==> config.mk <==
export PLATFORM = sky130hd
export DESIGN_NAME = level_meter_arbiter_flat
export DESIGN_NICKNAME = d
export VERILOG_FILES = /design/src/rtl/level_meter_arbiter_if.sv /design/src/rtl/level_meter_arbiter.sv /design/src/flat_wrapper.sv
export SDC_FILE = /design/constraint.sdc
export NUM_CORES = 1
export LEC_CHECK = 0
export ABC_AREA = 1
export ABC_CLOCK_PERIOD_IN_PS = 1220
export CORE_UTILIZATION = 34
export DETAILED_ROUTE_END_ITERATION = 8
export PLACE_DENSITY = 0.77
export SLEW_MARGIN = 0
export SYNTH_ARGS = -nofsm -noshare
export SYNTH_HDL_FRONTEND = slang
export SYNTH_SLANG_ARGS = --single-unit
==> constraint.sdc <==
create_clock -name clk -period 1.22 [get_ports clk]
set_clock_uncertainty 0.2 [all_clocks]
set_input_delay 0.244 -clock clk [delete_from_list [all_inputs] [get_ports clk]]
set_output_delay 0.244 -clock clk [all_outputs]
set_load 0.005 [all_outputs]
==> src/rtl/level_meter_arbiter_if.sv <==
// level_meter_arbiter_if: per-channel request bundle plus the single shared output stream
interface level_meter_arbiter_if #(
  parameter int channel_count = 2,
  parameter int indicator_width = 32
);
  logic [channel_count-1:0] i_valid;
  logic [channel_count-1:0] i_ready;
  logic [channel_count*indicator_width-1:0] i_array;
  logic o_valid;
  logic o_ready;
  logic [$clog2(channel_count)-1:0] o_channel;
  logic [indicator_width-1:0] o_array;
  modport master (
    output i_valid, i_array, o_ready,
    input  i_ready, o_valid, o_channel, o_array
  );
  modport slave (
    input  i_valid, i_array, o_ready,
    output i_ready, o_valid, o_channel, o_array
  );
endinterface

==> src/rtl/level_meter_arbiter.sv <==
// level_meter_arbiter: round-robin share of one registered output stream between level-meter channels
module level_meter_arbiter #(
  parameter int channel_count = 2,
  parameter int indicator_width = 32
) (
  input logic clk,
  input logic reset,
  level_meter_arbiter_if.slave bus
);
  localparam int cw = $clog2(channel_count);
  logic [cw-1:0] ptr;
  logic [cw-1:0] g;
  logic found;
  logic take;
  // modulo add via explicit compare so non-power-of-two counts wrap correctly
  function automatic logic [cw-1:0] rot(input logic [cw-1:0] p, input int k);
    int s;
    s = int'(p) + k;
    return cw'(s >= channel_count ? s - channel_count : s);
  endfunction
  always_comb begin
    g = '0;
    found = 1'b0;
    for (int k = 0; k < channel_count; k++)
      if (!found && bus.i_valid[rot(ptr, k)]) begin
        found = 1'b1;
        g = rot(ptr, k);
      end
    take = !reset && (!bus.o_valid || bus.o_ready) && found;
    bus.i_ready = take ? {{(channel_count-1){1'b0}}, 1'b1} << g : '0;
  end
  always_ff @(posedge clk) begin
    if (reset) begin
      bus.o_valid <= 1'b0;
      bus.o_channel <= '0;
      bus.o_array <= '0;
      ptr <= '0;
    end else if (take) begin
      bus.o_valid <= 1'b1;
      bus.o_channel <= g;
      bus.o_array <= bus.i_array[g*indicator_width +: indicator_width];
      ptr <= (g == cw'(channel_count-1)) ? '0 : g + 1'b1;
    end else if (bus.o_ready) begin
      bus.o_valid <= 1'b0;
    end
  end
endmodule

==> src/flat_wrapper.sv <==
// flat-port wrapper written by rule: the top's interface ports become plain ports
module level_meter_arbiter_flat 
#(
  parameter int channel_count = 2,
  parameter int indicator_width = 32
)
  (clk, reset, bus_i_valid, bus_i_array, bus_o_ready, bus_i_ready, bus_o_valid, bus_o_channel, bus_o_array);
  level_meter_arbiter_if #(.channel_count(channel_count), .indicator_width(indicator_width)) bus_i ();
  input logic clk;
  input logic reset;
  input wire logic [$bits(bus_i.i_valid)-1:0] bus_i_valid;
  input wire logic [$bits(bus_i.i_array)-1:0] bus_i_array;
  input wire logic [$bits(bus_i.o_ready)-1:0] bus_o_ready;
  output wire logic [$bits(bus_i.i_ready)-1:0] bus_i_ready;
  output wire logic [$bits(bus_i.o_valid)-1:0] bus_o_valid;
  output wire logic [$bits(bus_i.o_channel)-1:0] bus_o_channel;
  output wire logic [$bits(bus_i.o_array)-1:0] bus_o_array;
  assign bus_i.i_valid = bus_i_valid;
  assign bus_i.i_array = bus_i_array;
  assign bus_i.o_ready = bus_o_ready;
  assign bus_i_ready = bus_i.i_ready;
  assign bus_o_valid = bus_i.o_valid;
  assign bus_o_channel = bus_i.o_channel;
  assign bus_o_array = bus_i.o_array;
  level_meter_arbiter #(.channel_count(channel_count), .indicator_width(indicator_width)) u_core (.clk(clk), .reset(reset), .bus(bus_i));
endmodule
==> parameters.txt, run 1 <==
Parameter                              Value

Status
  Run status ... finished, violations left
  Violations in the final reports ... negative setup slack

Synthesis
  #FFs+latches synth ... 35
  Flip-flop cell with the highest count after synthesis ... sky130_fd_sc_hd__dfxtp_1
  Combined area of all synthesized cells ... 1770 sq um
  Count of different cell masters after synthesis ... 17
  Syn Inst Count ... 265
  Largest area contributor in the synthesized netlist ... sky130_fd_sc_hd__dfxtp_1
  Average size of a mapped cell ... 6.67 sq um
  Count of warnings emitted by yosys ... 0
  Number of nets in the synthesized netlist ... 334
  Sequential cell area fraction in the yosys report ... 0.397
  Commonest cells in the netlist ... sky130_fd_sc_hd__nand2_1, sky130_fd_sc_hd__dfxtp_1, sky130_fd_sc_hd__a21oi_1
  Post-synthesis async set-or-reset flop share ... 0
  Proportion of netlist area held by the largest area contributor ... 0.397
  Most used standard cell by instance count after synthesis ... sky130_fd_sc_hd__nand2_1
  Number of enable flip-flop cells after synthesis ... 0
  Area contributors post-synth ... sky130_fd_sc_hd__dfxtp_1, sky130_fd_sc_hd__nand2_1, sky130_fd_sc_hd__a21oi_1

Global route
  Global-route wire length before repair ... 8580 um
  Initial antenna violation count ... 0
  Maximum number of pins on one net before global-route repair ... 35
  Global-route usage over all layers ... 0.200
  Remaining global-route overflow ... 0
  Vias in the first global route ... 1989

Detailed routing
  Drt via density ... 4.59
  Highest metal used ... met4
  Met1 wire length ... 2350 um
  Pre-Repair DR Iteration Count ... 4
  Average routed wire per standard cell ... 12.2 um
  DR DRC count ... 0
  Total length of routed met2 wires ... 2630 um
  Wire length after detailed routing ... 5380 um
  Sum of met3 wire segment lengths after detailed routing ... 373 um
  Remaining antenna violation count after routing ... 0
  Vias post-DR ... 2034
  First DRT Iteration DRCs ... 73

Clock network
  TritonCTS clock tree ... built
  Register clock-pin slew on the reported worst setup and hold paths ... 70 ps
  TritonCTS Sinks ... 35
  H-tree level count ... 2
  Maximum number of buffers from clock root to sink ... 2
  Worst-Skew Late Latency ... 280 ps
  TritonCTS buffer count ... 5
  Cell at the root of the clock tree ... sky130_fd_sc_hd__clkbuf_8

Hold path
  Hold depth ... 2
  Worst hold start ... u_core.bus.o_array[9]
  Hold/Removal Path Class ... flop to flop

Placement
  Number of port buffers ... 104
  Final Wtd Congestion ... 0.717
  Half-perimeter wire length after placement ... 3730 um

Floorplanning
  Total die area ... 5490 sq um
  Chip Width ... 74.1 um
  Starting density of the core ... 0.364
  I/O pin count ... 105
  Placeable core area ... 4850 sq um
  Standard-cell row count ... 25
  Height of the chip ... 74.1 um

Cells and area
  Number of fillers in the final layout ... 476
  Area growth from synthesis to layout ... 66.8%
  Fin util ... 0.608
  Number of antenna diodes ... 0
  Share of post-route cells with drive strength above 1 ... 0.298
  Number of nets in the layout ... 444

Setup path
  CP max-delay cell ... sky130_fd_sc_hd__dfxtp_2
  Logic depth of the worst path, buffers included ... 6
  CP Buf/Inv Count ... 2
  Data arrival at the endpoint of the critical path ... 1060 ps
  Kind of cell with the highest combined delay on the critical path ... flip-flops
  Ordered list of cells on the worst path ... nand2_4 > nand2_4 > nor2_4 > nand2_2 > inv_2 > buf_6
  R2r startpoint ... u_core.bus.o_valid
  Kind of end point of the critical path ... output port
  Delay of the slowest cell on the worst path ... 340 ps
  Crit start category ... flop
  Worst path required time ... 780 ps
  Largest fanout on the critical path ... 2
  Number of cell instances on the worst register-to-register path ... 6
  Start-to-end type of the worst setup path ... flop to output port
  Most frequent cell on the critical path ... sky130_fd_sc_hd__nand2_4
  Worst setup path startpoint ... u_core.bus.o_valid

Run
  Number of maximum-capacitance violations ... 0

Timing
  Worst setup margin ... -282 ps
  Slew at the pin with the worst max-slew slack ... 358 ps
  Post-Route Hold Slack ... 258 ps
  Slew HR ... 0.762
  Fmax ... 0.666 GHz
  Final critical-path required period ... 1500 ps
  Final hold viol count ... 0
  Final setup violation count ... 37
  Final clock period utilization by the worst path ... 1.23
  Number of slew-limit violations in the final report ... 0
  RSZ-0062 raised after global routing ... yes

Pwr
  Power per cell area ... 996 nW/um^2
  Leakage dissipation ... 1.39 nW
  Post-layout power ... 2.93 mW
  Worst-case vdd ir drop ... 539 uV
==> cell usage in the layout (no fill, tap or decap) <==
| cell | Yosys | layout |
|---|---|---|
| sky130_fd_sc_hd__clkdlybuf4s50_1 | 0 | 64 |
| sky130_fd_sc_hd__buf_2 | 7 | 34 |
| sky130_fd_sc_hd__clkinv_4 | 0 | 1 |
| sky130_fd_sc_hd__nand3_1 | 33 | 32 |
| sky130_fd_sc_hd__o21ai_2 | 0 | 1 |
| sky130_fd_sc_hd__dfxtp_2 | 0 | 35 |
| sky130_fd_sc_hd__nand3_2 | 0 | 1 |
| sky130_fd_sc_hd__buf_4 | 3 | 13 |
| sky130_fd_sc_hd__dlygate4sd2_1 | 0 | 4 |
| sky130_fd_sc_hd__buf_6 | 7 | 5 |
| sky130_fd_sc_hd__inv_2 | 0 | 3 |
| sky130_fd_sc_hd__nand3b_4 | 1 | 1 |
| sky130_fd_sc_hd__nand2_2 | 2 | 1 |
| sky130_fd_sc_hd__clkbuf_1 | 2 | 1 |
| sky130_fd_sc_hd__nand2_4 | 1 | 4 |
| sky130_fd_sc_hd__nor2_4 | 2 | 2 |
| sky130_fd_sc_hd__nor2_2 | 0 | 1 |
| sky130_fd_sc_hd__buf_12 | 0 | 2 |
| sky130_fd_sc_hd__clkbuf_8 | 0 | 7 |
| sky130_fd_sc_hd__nand2_1 | 131 | 129 |
| sky130_fd_sc_hd__a21oi_1 | 34 | 34 |
| sky130_fd_sc_hd__clkbuf_16 | 0 | 1 |
==> cell type report <==
| type | instances | area (sq um) | area share |
|---|---|---|---|
| clock buffer | 8 | 100 | 0.0340 |
| inverter | 4 | 20.0 | 0.00679 |
| multi-input combinational | 206 | 933 | 0.317 |
| sequential | 35 | 744 | 0.253 |
| tap | 67 | 83.8 | 0.0285 |
| timing repair buffer | 123 | 1060 | 0.361 |
==> through the flow <==
step / setup WS, ps / cell area (sq um) / std cells / setup TNS (ps)
6_report: -282 / 2950 / 443 / -6630
5_1_grt: -347 / 2950 / 443 / -10260
4_1_cts: -274 / 2880 / 440 / -7740
3_5_place_dp: -844 / 2890 / 429 / -25770
3_3_place_gp: -834 / 2890 / 429 / -24310
2_1_floorplan: 0.903 / 1800 / 265 / 0
==> flip-flops by register name, indices dropped and copies added (netlist names) <==
| register | flops |
|---|---|
| u_core.bus.o_array | 32 |
| u_core.bus.o_channel | 1 |
| u_core.bus.o_valid | 1 |
| u_core.ptr | 1 |
==> report_power, final <==
part | internal (mW) | switching, mW
clock network | 0.515 | 0.399
logic | 0.418 | 0.340
registers | 1.23 | 0.0345
==> per-layer routing <==
| metal | up-vias | GRT usage |
|---|---|---|
| met2 | 69 | 0.377 |
| met5 | - | 0 |
| met1 | 899 | 0.221 |
| met4 | 0 | 0.0385 |
| met3 | 4 | 0.0610 |
| li1 | 1062 | - |
==> repair_timing <==
item / in CTS / in global routing
pin swaps: 5 / 4
gates cloned: 0 / 2
endpoints found under the setup margin: 71 / 37
resized for setup: 184 / 10
hold buffers: 0 / 0
setup buffers: 4 / 1
endpoints found under the hold margin: 0 / 0
==> worst paths after layout <==
check / endpoint / slack, ps
worst max register to register: u_core.bus.o_array[13] / -210
worst min-delay path: u_core.bus.o_array[9] / 260
worst min register to register: u_core.bus.o_array[9] / 260
worst max-delay path: bus_i_ready[0] / -280
==> worst reg2reg max path: cells and delay by family, from the launching register on <==
family	cells	cell delay [ps]
buf+inv	1	330
flops	1	340
compound gates	1	140
simple gates	4	350
==> logic make-up after synthesis <==
| family | after synthesis | synth area share |
|---|---|---|
| buf+inv | 24 | 0.0928 |
| compound gates | 35 | 0.0991 |
| simple gates | 171 | 0.411 |
| flops | 35 | 0.397 |
Note: power is estimated with default switching activity, not from simulation.
==> inputs of run 2 (changes only) <==
--- a/config.mk
+++ b/config.mk
@@ -10,7 +10,6 @@
 export CORE_UTILIZATION = 34
 export DETAILED_ROUTE_END_ITERATION = 8
 export PLACE_DENSITY = 0.77
-export SLEW_MARGIN = 0
 export SYNTH_ARGS = -nofsm -noshare
 export SYNTH_HDL_FRONTEND = slang
 export SYNTH_SLANG_ARGS = --single-unit
==> results of run 2 <==
No change in the layout: final DEF, timing and power equal those of run 1.
